**src/rtl/spi_pkg.sv**
```systemverilog
// Shared types and constants for the SPI master transaction path.
// States, length width and clock mode.
package spi_pkg;

  localparam int SPI_MAXLEN_DEF = 16;
  localparam int SPI_LEN_W = $clog2(SPI_MAXLEN_DEF) + 1;

  localparam logic CPOL = 1'b0;
  localparam logic CPHA = 1'b0;

  typedef enum logic [2:0] {
    IDLE,
    SETUP,
    XFER,
    HOLD,
    DONE
  } spi_state_e;

endpackage

```
**src/rtl/spi_sclk_gen.sv**
```systemverilog
// Half-period down-counter; one-cycle tick every H cycles while enabled.
// Reloads H-1 whenever disabled so each enable starts a full half-period.
module spi_sclk_gen #(
  parameter int W = 16
) (
  input  logic         clk,
  input  logic         rst,
  input  logic         i_en,
  input  logic [W-1:0] i_half,
  output logic         o_tick
);

  logic [W-1:0] r_cnt;

  always_ff @(posedge clk or negedge rst) begin
    if (!rst) begin
      r_cnt <= '0;
    end else if (!i_en || r_cnt == '0) begin
      r_cnt <= i_half - W'(1);
    end else begin
      r_cnt <= r_cnt - W'(1);
    end
  end

  assign o_tick = i_en && (r_cnt == '0);

endmodule

```
**src/rtl/spi_xfer_ctrl.sv**
```systemverilog
// SPI master transaction controller: request handshake, CS/SCLK timing,
// MSB-first shift out, MISO capture and single-cycle response.
module spi_xfer_ctrl
  import spi_pkg::*;
#(
  parameter int SPI_MAXLEN = 16,
  parameter int CLK_DIV_W  = 16
) (
  input  logic                            clk,
  input  logic                            rst,
  input  logic [CLK_DIV_W-1:0]            clk_divide,
  input  logic                            req_valid,
  output logic                            req_ready,
  input  logic [$clog2(SPI_MAXLEN):0]     req_len,
  input  logic [SPI_MAXLEN-1:0]           req_data,
  output logic                            rsp_valid,
  output logic [SPI_MAXLEN-1:0]           rsp_data,
  output logic                            rsp_err,
  output logic                            busy,
  output logic                            spi_clk,
  output logic                            spi_cs_n,
  output logic                            spi_mosi,
  input  logic                            spi_miso
);

  localparam int LW = $clog2(SPI_MAXLEN) + 1;
  localparam logic [LW-1:0] MAXL = LW'(SPI_MAXLEN);

  spi_state_e r_state, w_next;

  logic [LW-1:0]         r_len, r_bitcnt;
  logic [CLK_DIV_W-1:0]  r_h, w_h_in, w_half;
  logic [SPI_MAXLEN-1:0] r_tx, r_rx, r_rsp_data, w_tx_al;
  logic                  r_rsp_err, r_sclk;
  logic                  w_accept, w_len_ok, w_tick, w_en, w_last;

  assign w_accept = req_valid && (r_state == IDLE);
  assign w_len_ok = (req_len != '0) && (req_len <= MAXL);
  assign w_h_in   = (clk_divide == '0) ? CLK_DIV_W'(1) : clk_divide;
  assign w_half   = (r_state == IDLE) ? w_h_in : r_h;
  assign w_tx_al  = req_data << (MAXL - req_len);
  assign w_en     = (r_state == SETUP) || (r_state == XFER)
                 || (r_state == HOLD);

  // Last event of XFER: end of the low half after the Nth fall.
  assign w_last = (r_state == XFER) && w_tick
               && (r_sclk == CPOL) && (r_bitcnt == r_len);

  spi_sclk_gen #(
    .W (CLK_DIV_W)
  ) u_sclk_gen (
    .clk    (clk),
    .rst    (rst),
    .i_en   (w_en),
    .i_half (w_half),
    .o_tick (w_tick)
  );

  always_ff @(posedge clk or negedge rst) begin
    if (!rst) begin
      r_state <= IDLE;
    end else begin
      r_state <= w_next;
    end
  end

  always_comb begin
    w_next = r_state;
    unique case (r_state)
      IDLE:    if (w_accept) w_next = w_len_ok ? SETUP : DONE;
      SETUP:   if (w_tick) w_next = XFER;
      XFER:    if (w_last) w_next = HOLD;
      HOLD:    if (w_tick) w_next = DONE;
      DONE:    w_next = IDLE;
      default: w_next = IDLE;
    endcase
  end

  always_comb begin
    req_ready = 1'b0;
    busy      = 1'b1;
    spi_cs_n  = 1'b0;
    rsp_valid = 1'b0;
    unique case (r_state)
      IDLE: begin
        req_ready = 1'b1;
        busy      = 1'b0;
        spi_cs_n  = 1'b1;
      end
      DONE: begin
        spi_cs_n  = 1'b1;
        rsp_valid = 1'b1;
      end
      default: ;
    endcase
  end

  always_ff @(posedge clk or negedge rst) begin
    if (!rst) begin
      r_len      <= '0;
      r_bitcnt   <= '0;
      r_h        <= CLK_DIV_W'(1);
      r_tx       <= '0;
      r_rx       <= '0;
      r_sclk     <= CPOL;
      r_rsp_data <= '0;
      r_rsp_err  <= 1'b0;
    end else if (w_accept) begin
      r_len    <= req_len;
      r_h      <= w_h_in;
      r_tx     <= w_len_ok ? w_tx_al : '0;
      r_rx     <= '0;
      r_bitcnt <= '0;
      r_sclk   <= CPOL;
      if (!w_len_ok) begin
        r_rsp_data <= '0;
        r_rsp_err  <= 1'b1;
      end
    end else if (w_tick) begin
      unique case (r_state)
        SETUP: begin
          r_sclk <= ~CPOL;
          r_rx   <= {r_rx[SPI_MAXLEN-2:0], spi_miso};
        end
        XFER: begin
          if (r_sclk != CPOL) begin
            r_sclk   <= CPOL;
            r_bitcnt <= r_bitcnt + LW'(1);
            if (r_bitcnt + LW'(1) != r_len) begin
              r_tx <= r_tx << 1;
            end
          end else if (!w_last) begin
            r_sclk <= ~CPOL;
            r_rx   <= {r_rx[SPI_MAXLEN-2:0], spi_miso};
          end
        end
        HOLD: begin
          r_tx       <= '0;
          r_rsp_data <= r_rx;
          r_rsp_err  <= 1'b0;
        end
        default: ;
      endcase
    end
  end

  assign spi_clk  = r_sclk;
  assign spi_mosi = r_tx[SPI_MAXLEN-1];
  assign rsp_data = r_rsp_data;
  assign rsp_err  = r_rsp_err;

endmodule

```
**config.mk**
```make
export PLATFORM = sky130hd
export DESIGN_NAME = spi_xfer_ctrl
export DESIGN_NICKNAME = d
export VERILOG_FILES = /design/src/rtl/spi_pkg.sv /design/src/rtl/spi_sclk_gen.sv /design/src/rtl/spi_xfer_ctrl.sv
export SDC_FILE = /design/constraint.sdc
export NUM_CORES = 1
export LEC_CHECK = 0
export BUFFER_PORTS_ARGS = -buffer_cell sky130_fd_sc_hd__buf_2
export CORE_ASPECT_RATIO = 1.5
export CORE_MARGIN = 2
export CORE_UTILIZATION = 38
export DETAILED_ROUTE_END_ITERATION = 6
export PLACE_DENSITY_LB_ADDON = 0.12
export SETUP_SLACK_MARGIN = 0.3
export SLEW_MARGIN = 40
export SYNTH_ARGS = -nofsm -noshare
export SYNTH_HDL_FRONTEND = slang
export SYNTH_SLANG_ARGS = --single-unit
```
**constraint.sdc**
```tcl
create_clock -name clk -period 6.7 [get_ports clk]
set_clock_uncertainty 0.2 [all_clocks]
set_input_delay 0.335 -clock clk [delete_from_list [all_inputs] [get_ports clk]]
set_output_delay 0.335 -clock clk [all_outputs]
set_load 0.005 [all_outputs]
```
-- After elaboration in Yosys (flattened, before gate mapping)
Index checks and enable logic that the tools add are counted.
- word-level logic and storage cells: 100
- bits in registers: 95
- bits of input ports: 41
- output and inout bits: 23
- eq/ne operators: 15
- shift-type cells: 1
- reductions and logical operators: 27
- add/subtract/negate cells: 4
- multiplexer cells: 41
- magnitude comparators: 1
- bitwise gates (word level): 1
- operator list (cell ; number):
    two-way mux 16 bit ; 16
    one-hot mux 16 bit (2 select lines) ; 2
    zero test 16 bit ; 2
    subtractor 16 x 1 -> 16 bit, second input constant ; 2
    two-way mux 5 bit ; 4
    left shift 16 x 5 -> 16 bit ; 1
    two-way mux 3 bit ; 5
    two-way mux 1 bit ; 12
    one-hot mux 3 bit (4 select lines) ; 1
    AND reduction 4 bit ; 3
    inequality test 2 bit, second input constant ; 5
    inequality test 3 bit, second input constant ; 3
    nonzero test 2 bit ; 4
    == test 3 x 2 -> 1 bit, second input constant ; 2
    logical AND 1 bit ; 6
    AND reduction 3 bit ; 2
    nonzero test 3 bit ; 2
    adder 5 x 1 -> 5 bit, second input constant ; 1
    == test 5 bit ; 1
    <= comparator 5 bit, second input constant ; 1
    inequality test 5 bit ; 1
    nonzero test 5 bit ; 1
    subtractor 5 bit, first input constant ; 1
    == test 3 x 1 -> 1 bit, second input constant ; 1
    9 further kinds ; 11

-- Logic depth before layout (Yosys ltp)
- depth in word-level cells: 12
- mapped depth: 13
- mapped depth without buffers: 10

-- By module
Synthesis repeated with hierarchy kept, for this count alone.
- cell total of the unflattened synthesis: 515
- area total of the unflattened synthesis: 5735.5 um^2
- modules (own cells, without submodules) (module ; times used ; area each (um^2) ; cells each):
    spi_xfer_ctrl ; 1 ; 4553.1 ; 382
    spi_sclk_gen ; 1 ; 1182.4 ; 133

-- Worst setup path after synthesis
Ideal clock, no wire load.
- kind: register -> register
- start: register u_sclk_gen.r_cnt[5]
- end: register u_sclk_gen.r_cnt[6]
- data arrival time: 2668 ps
- path slack: 3696 ps
- stages on the path, launching flop included: 12
- buffers on the path: 3
- setup time: 136 ps
- cells stage by stage: dfrtp_1 > or4_1 > buf_2 > o21a_1 > buf_2 > buf_1 > a21oi_1 > ha_1 > o221ai_2 > nor3_1 > xnor2_1 > mux2i_1
- word-level cells in the longest chain between the ends: 3
- elaborated cells on any way between the ends: 4
- classes of those cells: 1 x add/sub; 1 x mux; 2 x reduce/logical
- RTL lines (item ; line ; text):
    start, declared ; spi_sclk_gen.sv:13 ; logic [W-1:0] r_cnt;
    start signal, assigned ; spi_sclk_gen.sv:19 ; r_cnt <= i_half - W'(1);
    start signal, assigned ; spi_sclk_gen.sv:21 ; r_cnt <= r_cnt - W'(1);
    parallel branches: the longest is 2 deep, another holds subtractor 16 x 1 -> 16 bit ; n/a ;
    two-way mux 16 bit * ; spi_sclk_gen.sv:18 ; end else if (!i_en || r_cnt == '0) begin
Every way passes the cells marked *.
A chain may end at the register's enable or synchronous reset.

-- Worst setup path after layout
- start: register u_sclk_gen.r_cnt[1]
- end: register u_sclk_gen.r_cnt[6]
The elaborated chain is that of the path after synthesis.

==> reports/qor.yml <==
outcome:
  status: "finished clean"
setup_path:
  critPathMaxFanout: 23
  worstPathRequired_ns: 6.71
  crit_start: "u_sclk_gen.r_cnt[1]"
  start_kind: "register"
  critPathArrivalTime_ns: 3.33
  worstSetupPathType: "register to register"
  cp-end-kind: "register"
  worstReg2RegStart: "u_sclk_gen.r_cnt[1]"
finish:
  syn2layout_area_growth_pct: 14.50
  multi_input_area_mm2: 0.002919
  ff_latch_area_mm2: 0.002379
  drive_above_1_share: 0.1783
  design_area_mm2: 0.006262
  fillCellCount: 1420
  diodes: 0
  layout.nets: 712
  final_common_cell: "nand2_1"
  mostFrequentLayoutCells: "nand2_1, dfrtp_1, buf_2"
drt:
  dr_total_vias: 4494
  drt-pass1-iter-count: 4
  wl_mm: 13.67
  avgViaCountPerCell: 5.195
  dr_wl_met2_mm: 7.212
  drt_iter0_markers: 227
  route.top_layer_used: "met4"
  wl_per_cell_um: 15.80
  met3_length_um: 402
  drc: 0
  wl_met1_mm: 5.697
  ant_nets: 0
clocking:
  clockBufferDepth: 2
  cts-root-buf: "clkbuf_16"
  cts.sinks: 95
  htreeDepth: 3
  cts_buffers: 9
  cts_resized: 0
  clkTransAtPathRegs_ns: 0.07
  cts_tree: "done"
  clk_latency_ns: 0.34
sta:
  finalHoldViolations: 0
  fmax_mhz: 300.9
  period_needed_ns: 3.323
  tns_ns: 0
  slew_viol_final: 0
  tightest_slew_ns: 0.7443
  setup_violations: 0
  finalCritPeriodShare: 0.4959
  rsz0062_at_grt: "false"
  maxSlewHeadroom: 0.5038
synth:
  synth_top_flop_cell: "dfrtp_1"
  ys_ff_latch: 95
  syn-num-nets: 667
  ys_seq_area_frac: 0.4349
  synth-edff-count: 0
  synth_cell_types: 70
  async_reset_ff_frac: 1.000
  synthCells: 623
  syn_area_per_cell_um2: 8.778
  yosysWarnings: 0
  syn_area_mm2: 0.005469
floorplan:
  die_h_um: 150.9
  ios: 64
  rows: 53
  coreArea_mm2: 0.01406
  dieArea_mm2: 0.01539
  die_w_um: 102.0
  floorplan.initialDensity: 0.3890
pwr:
  ir_drop_mv: 0.1018
  p_leak_nw: 2.793
  cellPowerDensity_mw_per_mm2: 191.9
global_routing:
  gr-usage-all-layers: 0.1872
  gr-total-overflow: 0
  grt_max_degree: 71
  antenna_found_initial: 0
  grt_pass1_vias: 4599
  grt_pass1_wl_mm: 22.54
placed_design:
  io_buffers: 63
  dp_hpwl_mm: 9.776
  place_area_mm2: 0.005936
  place_congestion: 0.8395
hold_path:
  hold_class: "input port to register"
  min_from: "clk_divide[10]"
run:
  cap_violations: 0
-- flip-flops by register name, indices dropped and copies added, names as in the netlist --
name,count
spi_clk,1
r_bitcnt,5
r_len,5
rsp_data,16
r_tx,16
r_rx,16
r_h,16
r_state,3
u_sclk_gen.r_cnt,16
rsp_err,1
-- path summary, 6_finish.rpt --
check | depth (start not counted) | to | slack (ns)
worst max-delay path | 10 | u_sclk_gen.r_cnt[6] | 3.38
worst min-delay path | 3 | r_h[10] | 0.02
worst max register to register | 10 | u_sclk_gen.r_cnt[6] | 3.38
worst min register to register | 2 | rsp_data[0] | 0.27
max in group asynchronous | 3 | r_tx[8] | 5.07
min in group asynchronous | 2 | r_h[8] | 0.24
-- worst max-delay path, stage by stage (launching register included) --
cell and delay (ns):
dfrtp_1 0.41, nor4_2 0.45, nand4_2 0.31, o21ai_4 0.54, o211ai_1 0.16, o21ai_0 0.12, ha_1 0.36, o221ai_2 0.20
nor3_1 0.21, xnor2_1 0.15, mux2i_1 0.09
-- power by group --
part / leakage, nW / internal, mW / switching (mW) / total, mW
logic: 1.40 / 0.0376 / 0.0583 / 0.0959
registers: 1.24 / 0.574 / 0.000503 / 0.574
clock network: 0.149 / 0.302 / 0.230 / 0.532
total: 2.79 / 0.913 / 0.289 / 1.20
-- logic make-up after synthesis --
logic type      after synthesis  synth area share
simple gates                259            0.2125
compound gates              141            0.1622
flops                        95            0.4349
buf+inv                      46           0.03843
mux                          43           0.08739
xor+xnor                     36           0.05765
fa+ha+maj                     3          0.006864
-- final cells by class --
type	instances	share of cell area
multi-input combinational	482	0.4661
tap	192	0.03836
clock buffer	10	0.03816
sequential	95	0.3798
clock inverter	6	0.01099
timing repair buffer	70	0.06014
inverter	10	0.006394
-- through the flow --
step	util	hold slack (ns)	instances	setup slack (ns)	power [mW]
4_1_cts	0.4448	0.008741	865	3.123	1.220
6_report	0.4454	0.01741	865	3.377	1.202
2_1_floorplan	-	-0.1606	623	3.696	0.6375
3_5_place_dp	0.4222	0.06905	848	3.122	0.6824
3_3_place_gp	0.4205	0.06145	848	3.234	0.6806
5_1_grt	0.4454	0.01151	865	3.131	1.251
-- repair_timing --
item | in CTS | in global routing
hold buffers | 1 | 0
setup buffers | 0 | 0
setup endpoints to repair | 0 | 0
hold endpoints to repair | 25 | 0
-- cell usage after synthesis, types with 2 or more instances --
library cell	number	area [um2]
o21a_1	2	15.01
o21ai_1	7	35.03
o31ai_1	3	22.52
inv_1	8	30.03
a32oi_1	4	35.03
nand2b_1	4	25.02
mux2i_1	29	290.3
or4_1	3	22.52
a31oi_1	5	31.28
xnor2_1	19	166.4
o211ai_1	5	37.54
a221oi_1	4	35.03
nor2b_1	5	31.28
a211oi_1	2	15.01
mux2_1	2	22.52
or3_1	3	18.77
a22oi_1	5	37.54
mux4_2	2	45.04
a21oi_1	32	160.2
ha_1	3	37.54
nor4_1	6	37.54
dfrtp_1	94	2352
nor2_1	43	161.4
xor2_1	17	148.9
mux2_4	2	30.03
nand3_1	16	80.08
o22ai_1	3	18.77
and2_1	3	18.77
mux2_2	8	90.09
nand2_1	142	533.0
nor3_1	20	100.1
clkbuf_1	16	60.06
o21ai_0	54	270.3
buf_4	3	22.52
buf_2	12	60.06
buf_1	3	11.26
-- metal layers --
| layer | vias up | global-route usage |
|---|---|---|
| met5 | - | 0 |
| met4 | 0 | 0.06467 |
| met3 | 23 | 0.03599 |
| met2 | 73 | 0.3329 |
| met1 | 2131 | 0.2232 |
| li1 | 2267 | - |
Note: power is estimated with default switching activity, not from simulation.
